==> src/rtl/cpu_pkg.sv <==
// Shared definitions for the hardwired control sequencer: states, opcodes, IR fields.
package cpu_pkg;

    typedef enum logic [3:0] {
        StIdle,
        StT0,
        StT1,
        StT2,
        StT3,
        StT4,
        StT5,
        StT6,
        StHalt
    } state_e;

    // Execute-phase shape of an instruction; ClsNone covers NOP, HALT and undefined opcodes.
    typedef enum logic [1:0] {
        ClsAlu3,
        ClsMulDiv,
        ClsUnary,
        ClsNone
    } op_class_e;

    localparam int unsigned NumRegs  = 16;
    localparam int unsigned RegAddrW = 4;
    localparam int unsigned OpW      = 5;

    localparam int unsigned OpMsb = 31;
    localparam int unsigned OpLsb = 27;
    localparam int unsigned RaMsb = 26;
    localparam int unsigned RaLsb = 23;
    localparam int unsigned RbMsb = 22;
    localparam int unsigned RbLsb = 19;
    localparam int unsigned RcMsb = 18;
    localparam int unsigned RcLsb = 15;

    // ALU codes equal these opcodes.
    localparam logic [OpW-1:0] OpAdd  = 5'b00011;
    localparam logic [OpW-1:0] OpSub  = 5'b00100;
    localparam logic [OpW-1:0] OpShr  = 5'b00101;
    localparam logic [OpW-1:0] OpShl  = 5'b00110;
    localparam logic [OpW-1:0] OpRor  = 5'b00111;
    localparam logic [OpW-1:0] OpRol  = 5'b01000;
    localparam logic [OpW-1:0] OpAnd  = 5'b01001;
    localparam logic [OpW-1:0] OpOr   = 5'b01010;
    localparam logic [OpW-1:0] OpMul  = 5'b01110;
    localparam logic [OpW-1:0] OpDiv  = 5'b01111;
    localparam logic [OpW-1:0] OpNeg  = 5'b10000;
    localparam logic [OpW-1:0] OpNot  = 5'b10001;
    localparam logic [OpW-1:0] OpNop  = 5'b11010;
    localparam logic [OpW-1:0] OpHalt = 5'b11011;

    function automatic op_class_e op_class(input logic [OpW-1:0] op);
        op_class_e cls;
        unique case (op)
            OpAdd, OpSub, OpShr, OpShl, OpRor, OpRol, OpAnd, OpOr: cls = ClsAlu3;
            OpMul, OpDiv:                                          cls = ClsMulDiv;
            OpNeg, OpNot:                                          cls = ClsUnary;
            default:                                               cls = ClsNone;
        endcase
        return cls;
    endfunction

    function automatic logic op_defined(input logic [OpW-1:0] op);
        return (op_class(op) != ClsNone) || (op == OpNop) || (op == OpHalt);
    endfunction

endpackage

==> src/rtl/reg_select_decoder.sv <==
// 4-to-16 one-hot general-register select with enable.
module reg_select_decoder
    import cpu_pkg::*;
(
    input  logic                en_i,
    input  logic [RegAddrW-1:0] sel_i,
    output logic [NumRegs-1:0]  onehot_o
);

    // Single set bit at sel_i when enabled, otherwise all zero.
    always_comb begin
        onehot_o = '0;
        if (en_i) begin
            onehot_o = NumRegs'(1) << sel_i;
        end
    end

endmodule

==> src/rtl/control_sequencer.sv <==
// Hardwired multi-cycle control unit: fetch T0-T2, execute T3-T6, Moore outputs plus IR decode.
module control_sequencer
    import cpu_pkg::*;
(
    input  logic        Clock,
    input  logic        Clear,
    input  logic        Run,
    input  logic        MemReady,
    input  logic [31:0] IR,
    output logic        PC_Out,
    output logic        ZLO_Out,
    output logic        ZHI_Out,
    output logic        MDR_Out,
    output logic        MAR_In,
    output logic        PC_In,
    output logic        MDR_In,
    output logic        IR_In,
    output logic        Y_In,
    output logic        Z_In,
    output logic        LO_In,
    output logic        HI_In,
    output logic        IncPC,
    output logic        Read,
    output logic [15:0] R_Out,
    output logic [15:0] R_In,
    output logic [4:0]  CONTROL,
    output logic        Done,
    output logic        Halted,
    output logic        IllegalOp
);

    state_e               state_q, state_d;
    logic [OpW-1:0]       opcode;
    logic [RegAddrW-1:0]  ra, rb, rc;
    op_class_e            op_cls;
    logic                 r_out_en, r_in_en, done, illegal;
    logic [RegAddrW-1:0]  r_out_sel, r_in_sel;
    logic                 unused_ir;

    assign opcode    = IR[OpMsb:OpLsb];
    assign ra        = IR[RaMsb:RaLsb];
    assign rb        = IR[RbMsb:RbLsb];
    assign rc        = IR[RcMsb:RcLsb];
    assign op_cls    = op_class(opcode);
    assign unused_ir = ^IR[RcLsb-1:0];
    assign Done      = done;
    assign IllegalOp = illegal;

    // State register; Clear drops straight to IDLE, which decodes to all-zero outputs.
    always_ff @(posedge Clock or negedge Clear) begin
        if (!Clear) begin
            state_q <= StIdle;
        end else begin
            state_q <= state_d;
        end
    end

    // Next-state and strobe decode from the current state and IR.
    always_comb begin
        state_d   = state_q;
        PC_Out    = 1'b0;
        ZLO_Out   = 1'b0;
        ZHI_Out   = 1'b0;
        MDR_Out   = 1'b0;
        MAR_In    = 1'b0;
        PC_In     = 1'b0;
        MDR_In    = 1'b0;
        IR_In     = 1'b0;
        Y_In      = 1'b0;
        Z_In      = 1'b0;
        LO_In     = 1'b0;
        HI_In     = 1'b0;
        IncPC     = 1'b0;
        Read      = 1'b0;
        CONTROL   = '0;
        Halted    = 1'b0;
        done      = 1'b0;
        illegal   = 1'b0;
        r_out_en  = 1'b0;
        r_out_sel = '0;
        r_in_en   = 1'b0;
        r_in_sel  = '0;

        unique case (state_q)
            StIdle: begin
                if (Run) state_d = StT0;
            end
            StT0: begin
                PC_Out  = 1'b1;
                MAR_In  = 1'b1;
                IncPC   = 1'b1;
                Z_In    = 1'b1;
                state_d = StT1;
            end
            StT1: begin
                // Reloading PC and MDR while stalled is harmless: Z does not change.
                ZLO_Out = 1'b1;
                PC_In   = 1'b1;
                Read    = 1'b1;
                MDR_In  = 1'b1;
                if (MemReady) state_d = StT2;
            end
            StT2: begin
                MDR_Out = 1'b1;
                IR_In   = 1'b1;
                state_d = StT3;
            end
            StT3: begin
                state_d = StT4;
                unique case (op_cls)
                    ClsAlu3: begin
                        r_out_en  = 1'b1;
                        r_out_sel = rb;
                        Y_In      = 1'b1;
                    end
                    ClsMulDiv: begin
                        r_out_en  = 1'b1;
                        r_out_sel = ra;
                        Y_In      = 1'b1;
                    end
                    ClsUnary: begin
                        r_out_en  = 1'b1;
                        r_out_sel = rb;
                        CONTROL   = opcode;
                        Z_In      = 1'b1;
                    end
                    default: begin
                        done    = 1'b1;
                        illegal = !op_defined(opcode);
                    end
                endcase
            end
            StT4: begin
                state_d = StT5;
                unique case (op_cls)
                    ClsAlu3: begin
                        r_out_en  = 1'b1;
                        r_out_sel = rc;
                        CONTROL   = opcode;
                        Z_In      = 1'b1;
                    end
                    ClsMulDiv: begin
                        r_out_en  = 1'b1;
                        r_out_sel = rb;
                        CONTROL   = opcode;
                        Z_In      = 1'b1;
                    end
                    ClsUnary: begin
                        ZLO_Out  = 1'b1;
                        r_in_en  = 1'b1;
                        r_in_sel = ra;
                        done     = 1'b1;
                    end
                    default: state_d = StIdle;
                endcase
            end
            StT5: begin
                state_d = StT6;
                unique case (op_cls)
                    ClsAlu3: begin
                        ZLO_Out  = 1'b1;
                        r_in_en  = 1'b1;
                        r_in_sel = ra;
                        done     = 1'b1;
                    end
                    ClsMulDiv: begin
                        ZLO_Out = 1'b1;
                        LO_In   = 1'b1;
                    end
                    default: state_d = StIdle;
                endcase
            end
            StT6: begin
                ZHI_Out = 1'b1;
                HI_In   = 1'b1;
                done    = 1'b1;
            end
            StHalt: begin
                Halted = 1'b1;
            end
            default: state_d = StIdle;
        endcase

        // Instruction boundary: Run is only sampled here and in IDLE.
        if (done) begin
            if (opcode == OpHalt) begin
                state_d = StHalt;
            end else begin
                state_d = Run ? StT0 : StIdle;
            end
        end
    end

    reg_select_decoder u_r_out_dec (
        .en_i     (r_out_en),
        .sel_i    (r_out_sel),
        .onehot_o (R_Out)
    );

    reg_select_decoder u_r_in_dec (
        .en_i     (r_in_en),
        .sel_i    (r_in_sel),
        .onehot_o (R_In)
    );

endmodule
==> config.mk <==
export PLATFORM = sky130hd
export DESIGN_NAME = control_sequencer
export DESIGN_NICKNAME = d
export VERILOG_FILES = /design/src/rtl/cpu_pkg.sv /design/src/rtl/reg_select_decoder.sv /design/src/rtl/control_sequencer.sv
export SDC_FILE = /design/constraint.sdc
export NUM_CORES = 1
export LEC_CHECK = 0
export ABC_AREA = 1
export CORE_MARGIN = 4
export CORE_UTILIZATION = 32
export CTS_CLUSTER_SIZE = 28
export DETAILED_ROUTE_END_ITERATION = 8
export PLACE_DENSITY_LB_ADDON = 0.2
export SETUP_SLACK_MARGIN = 0.05
export SLEW_MARGIN = 20
export SYNTH_ARGS = -nofsm -noshare
export SYNTH_HDL_FRONTEND = slang
export SYNTH_SLANG_ARGS = --single-unit
==> constraint.sdc <==
create_clock -name Clock -period 1.85 [get_ports Clock]
set_clock_uncertainty 0.15 [all_clocks]
set_input_delay 0.185 -clock Clock [delete_from_list [all_inputs] [get_ports Clock]]
set_output_delay 0.185 -clock Clock [all_outputs]
set_load 0.02 [all_outputs]
==> results.py <==
metrics = {
    "sta": {
        "drv_slew": 0,
        "setup_viol": 53,
        "finalCritPeriodShare_pct": 133,
        "slew_headroom_pct": 72.7,
        "fmax_ghz": 0.407,
        "rsz0062_at_grt": "yes",
        "holdWs_ns": 0.384,
        "finalHoldViolations": 0,
        "min_period_ns": 2.46,
        "setup_ws_ns": -0.607,
        "worst_pin_slew_ns": 0.406,
    },
    "cts": {
        "htree_levels": 1,
        "clk_latency_ns": 0.27,
        "clock_sink_count": 4,
        "numCtsBuffers": 3,
        "cts-root-buf": "clkbuf_4",
        "cts_max_path_buffers": 2,
        "cts_tree": "done",
        "cts.reportedPaths.clkPinSlew_ns": 0.04,
    },
    "global_routing": {
        "overflow": 0,
        "grt_pass1_wl_microns": 10500,
        "grt_pass1_vias": 2068,
        "antenna_found_initial": 0,
        "grt_max_degree": 9,
        "grt_usage_pct": 31.7,
    },
    "routing": {
        "drc_errors": 0,
        "vias": 2250,
        "drt_iter0_drc": 225,
        "drt-total-wl_microns": 8260,
        "drt_first_pass_iters": 5,
        "wl_per_cell_microns": 21.8,
        "ant_nets": 0,
        "vias_per_cell": 5.94,
    },
    "critical_path": {
        "worstPathMaxFanout": 4,
        "crit_slowest_cell": "dfrtp_1",
        "path_class": "reg -> out",
        "crit_arrival_ns": 2.12,
        "crit_top_cell": "nand2_4",
        "worstPathRequired_ns": 1.51,
        "critPathTopFamily": "simple AND/OR/NAND/NOR gates",
        "max_stage_delay_ns": 0.42,
        "path_cells": "inv_2 > nand2_4 > nor3_4 > buf_6 > nand2_4 > o21ai_4 > nand2_4 > nor2_4 > nand2_2 > nor2_1 > buf_4",
        "cp-end-kind": "output port",
        "r2r_setup_slack_ns": -0.23,
        "critical_path_buf_inv_count": 3,
        "start_kind": "flip-flop",
    },
    "outcome": {
        "outcome": "finished with violations",
        "violations": "negative setup slack",
    },
    "floorplan": {
        "num_rows": 20,
        "coreArea_sq_um": 3080,
        "start_util_pct": 34.0,
        "die_x_microns": 65.2,
        "ioPinCount": 90,
        "fp.dieH_microns": 65.2,
        "dieArea_sq_um": 4250,
    },
    "cells_and_area": {
        "drive_above_1_share_pct": 70.1,
        "fin_util_pct": 96.3,
        "regMostFlops": "state_q",
        "final_cell_mix": "buf_6 (54), buf_4 (52), nor2_4 (30), nand2_1 (27), inv_1 (20)",
        "fill_cells": 60,
        "syn_to_final_growth_pct": 183,
        "n_antenna_cell": 0,
        "reg.largest.list": "state_q (4)",
        "multiInputGateArea_sq_um": 1360,
        "final_common_cell": "buf_6",
        "layout.area.seq_sq_um": 103,
        "layout.nets": 372,
        "largest_register_ffs": 4,
    },
    "place": {
        "pre_cts_slack_ns": -0.923,
        "gp_congestion": 0.844,
        "hpwlAfterDp_microns": 3420,
        "io_buffers": 74,
    },
    "synthesis": {
        "syn_inst": 203,
        "yosys_warnings": 0,
        "synthDominantCellAreaShare_pct": 19.7,
        "synthesis.nets": 239,
        "yosysTopAreaCell": "nand2_1",
        "postSynthAreaPerCell_sq_um": 5.15,
        "syn_area_sq_um": 1050,
        "yosysUniqueCellTypes": 24,
        "synthTopCellsByArea": "nand2_1 (20%), nor2_1 (17%), inv_1 (11%)",
        "synth_seq_cells": 4,
        "yosysSeqAreaShare_pct": 9.57,
    },
    "job": {
        "drv_cap": 0,
    },
    "pwr": {
        "cellPowerDensity_nw_per_um2": 751,
        "ir_drop_v": 0.000816,
        "p_leak_nw": 1.37,
    },
    "worst_hold_path": {
        "hold_class": "in -> reg",
    },
}
-- Yosys cell counts --
master,number
o21ai_2,1
nand3_1,18
nand2_1,55
nand3_2,1
nor2_1,47
inv_1,30
nor3_1,4
dfrtp_1,4
nand4_1,4
o21a_4,1
nor2_2,4
inv_4,1
o31ai_1,1
nor4_1,1
nand2_4,1
nand3_4,1
inv_2,5
nor3_4,3
buf_4,6
o21ai_0,5
a21oi_1,6
nor2_8,1
o21a_1,1
nand2_2,2
-- final timing paths --
path                       cells past startpoint                     end                    from
max in group asynchronous                      2  state_q[3]$_DFFE_PN0P_                   Clear
setup / recovery                              11                 R_In[9]  state_q[3]$_DFFE_PN0P_
hold reg to reg                                5  state_q[1]$_DFFE_PN0P_  state_q[0]$_DFFE_PN0P_
min in group asynchronous                      2  state_q[0]$_DFFE_PN0P_                   Clear
hold / removal                                 4  state_q[3]$_DFFE_PN0P_                  IR[27]
setup reg to reg                              11  state_q[0]$_DFFE_PN0P_  state_q[3]$_DFFE_PN0P_
-- per-stage QoR --
step / cells / setup TNS, ns / area [sq um] / power [mW]
2_1_floorplan: 203 / -0.725 / 1150 / 0.856
3_3_place_gp: 360 / -35.21 / 2250 / 1.42
3_5_place_dp: 360 / -36.70 / 2250 / 1.44
4_1_cts: 375 / -7.92 / 2750 / 1.88
5_1_grt: 379 / -25.20 / 2960 / 2.29
6_report: 379 / -19.05 / 2960 / 2.22
-- worst reg2reg max path: cells and delay by family, from the launching register on --
kind / cells / cell delay, ns
and+or+nand+nor: 5 / 0.60
buffers and inverters: 4 / 0.55
DFF: 1 / 0.42
AOI/OAI and AO/OA: 2 / 0.28
-- cell type report --
cell class,instances,area share [%]
tap,44,1.86
clock buffer,4,0.887
inverter,36,5.41
timing repair buffer,133,42.6
multi-input combinational,158,45.8
sequential,4,3.46
-- metal layers --
metal	vias up	wire [microns]	GRT usage, %
li1	900	-	-
met1	1033	2770	34.4
met2	239	4010	60.2
met3	78	839	4.62
met4	0	639	14.0
met5	-	0	0
-- power breakdown --
part           internal (mW)  leakage (nW)  switching (mW)
Combinational          0.816          1.31            1.08
Clock                 0.0824        0.0150          0.0617
Sequential             0.123        0.0493          0.0580
-- cell families (layout without fill, tap and decap cells) --
| family | Yosys count | in the layout | synth area share, % |
|---|---|---|---|
| simple gates | 142 | 143 | 64.0 |
| buf+inv | 42 | 173 | 17.5 |
| compound gates | 15 | 15 | 8.97 |
| flops | 4 | 4 | 9.57 |
-- timing repair --
item,4_1_cts,5_1_grt
endpoints found under the setup margin,58,58
hold buffers,1,0
resized for setup,392,69
pin swaps,33,11
setup buffers,13,7
gates cloned,1,0
endpoints found under the hold margin,2,0
Note: power is estimated with default switching activity, not from simulation.
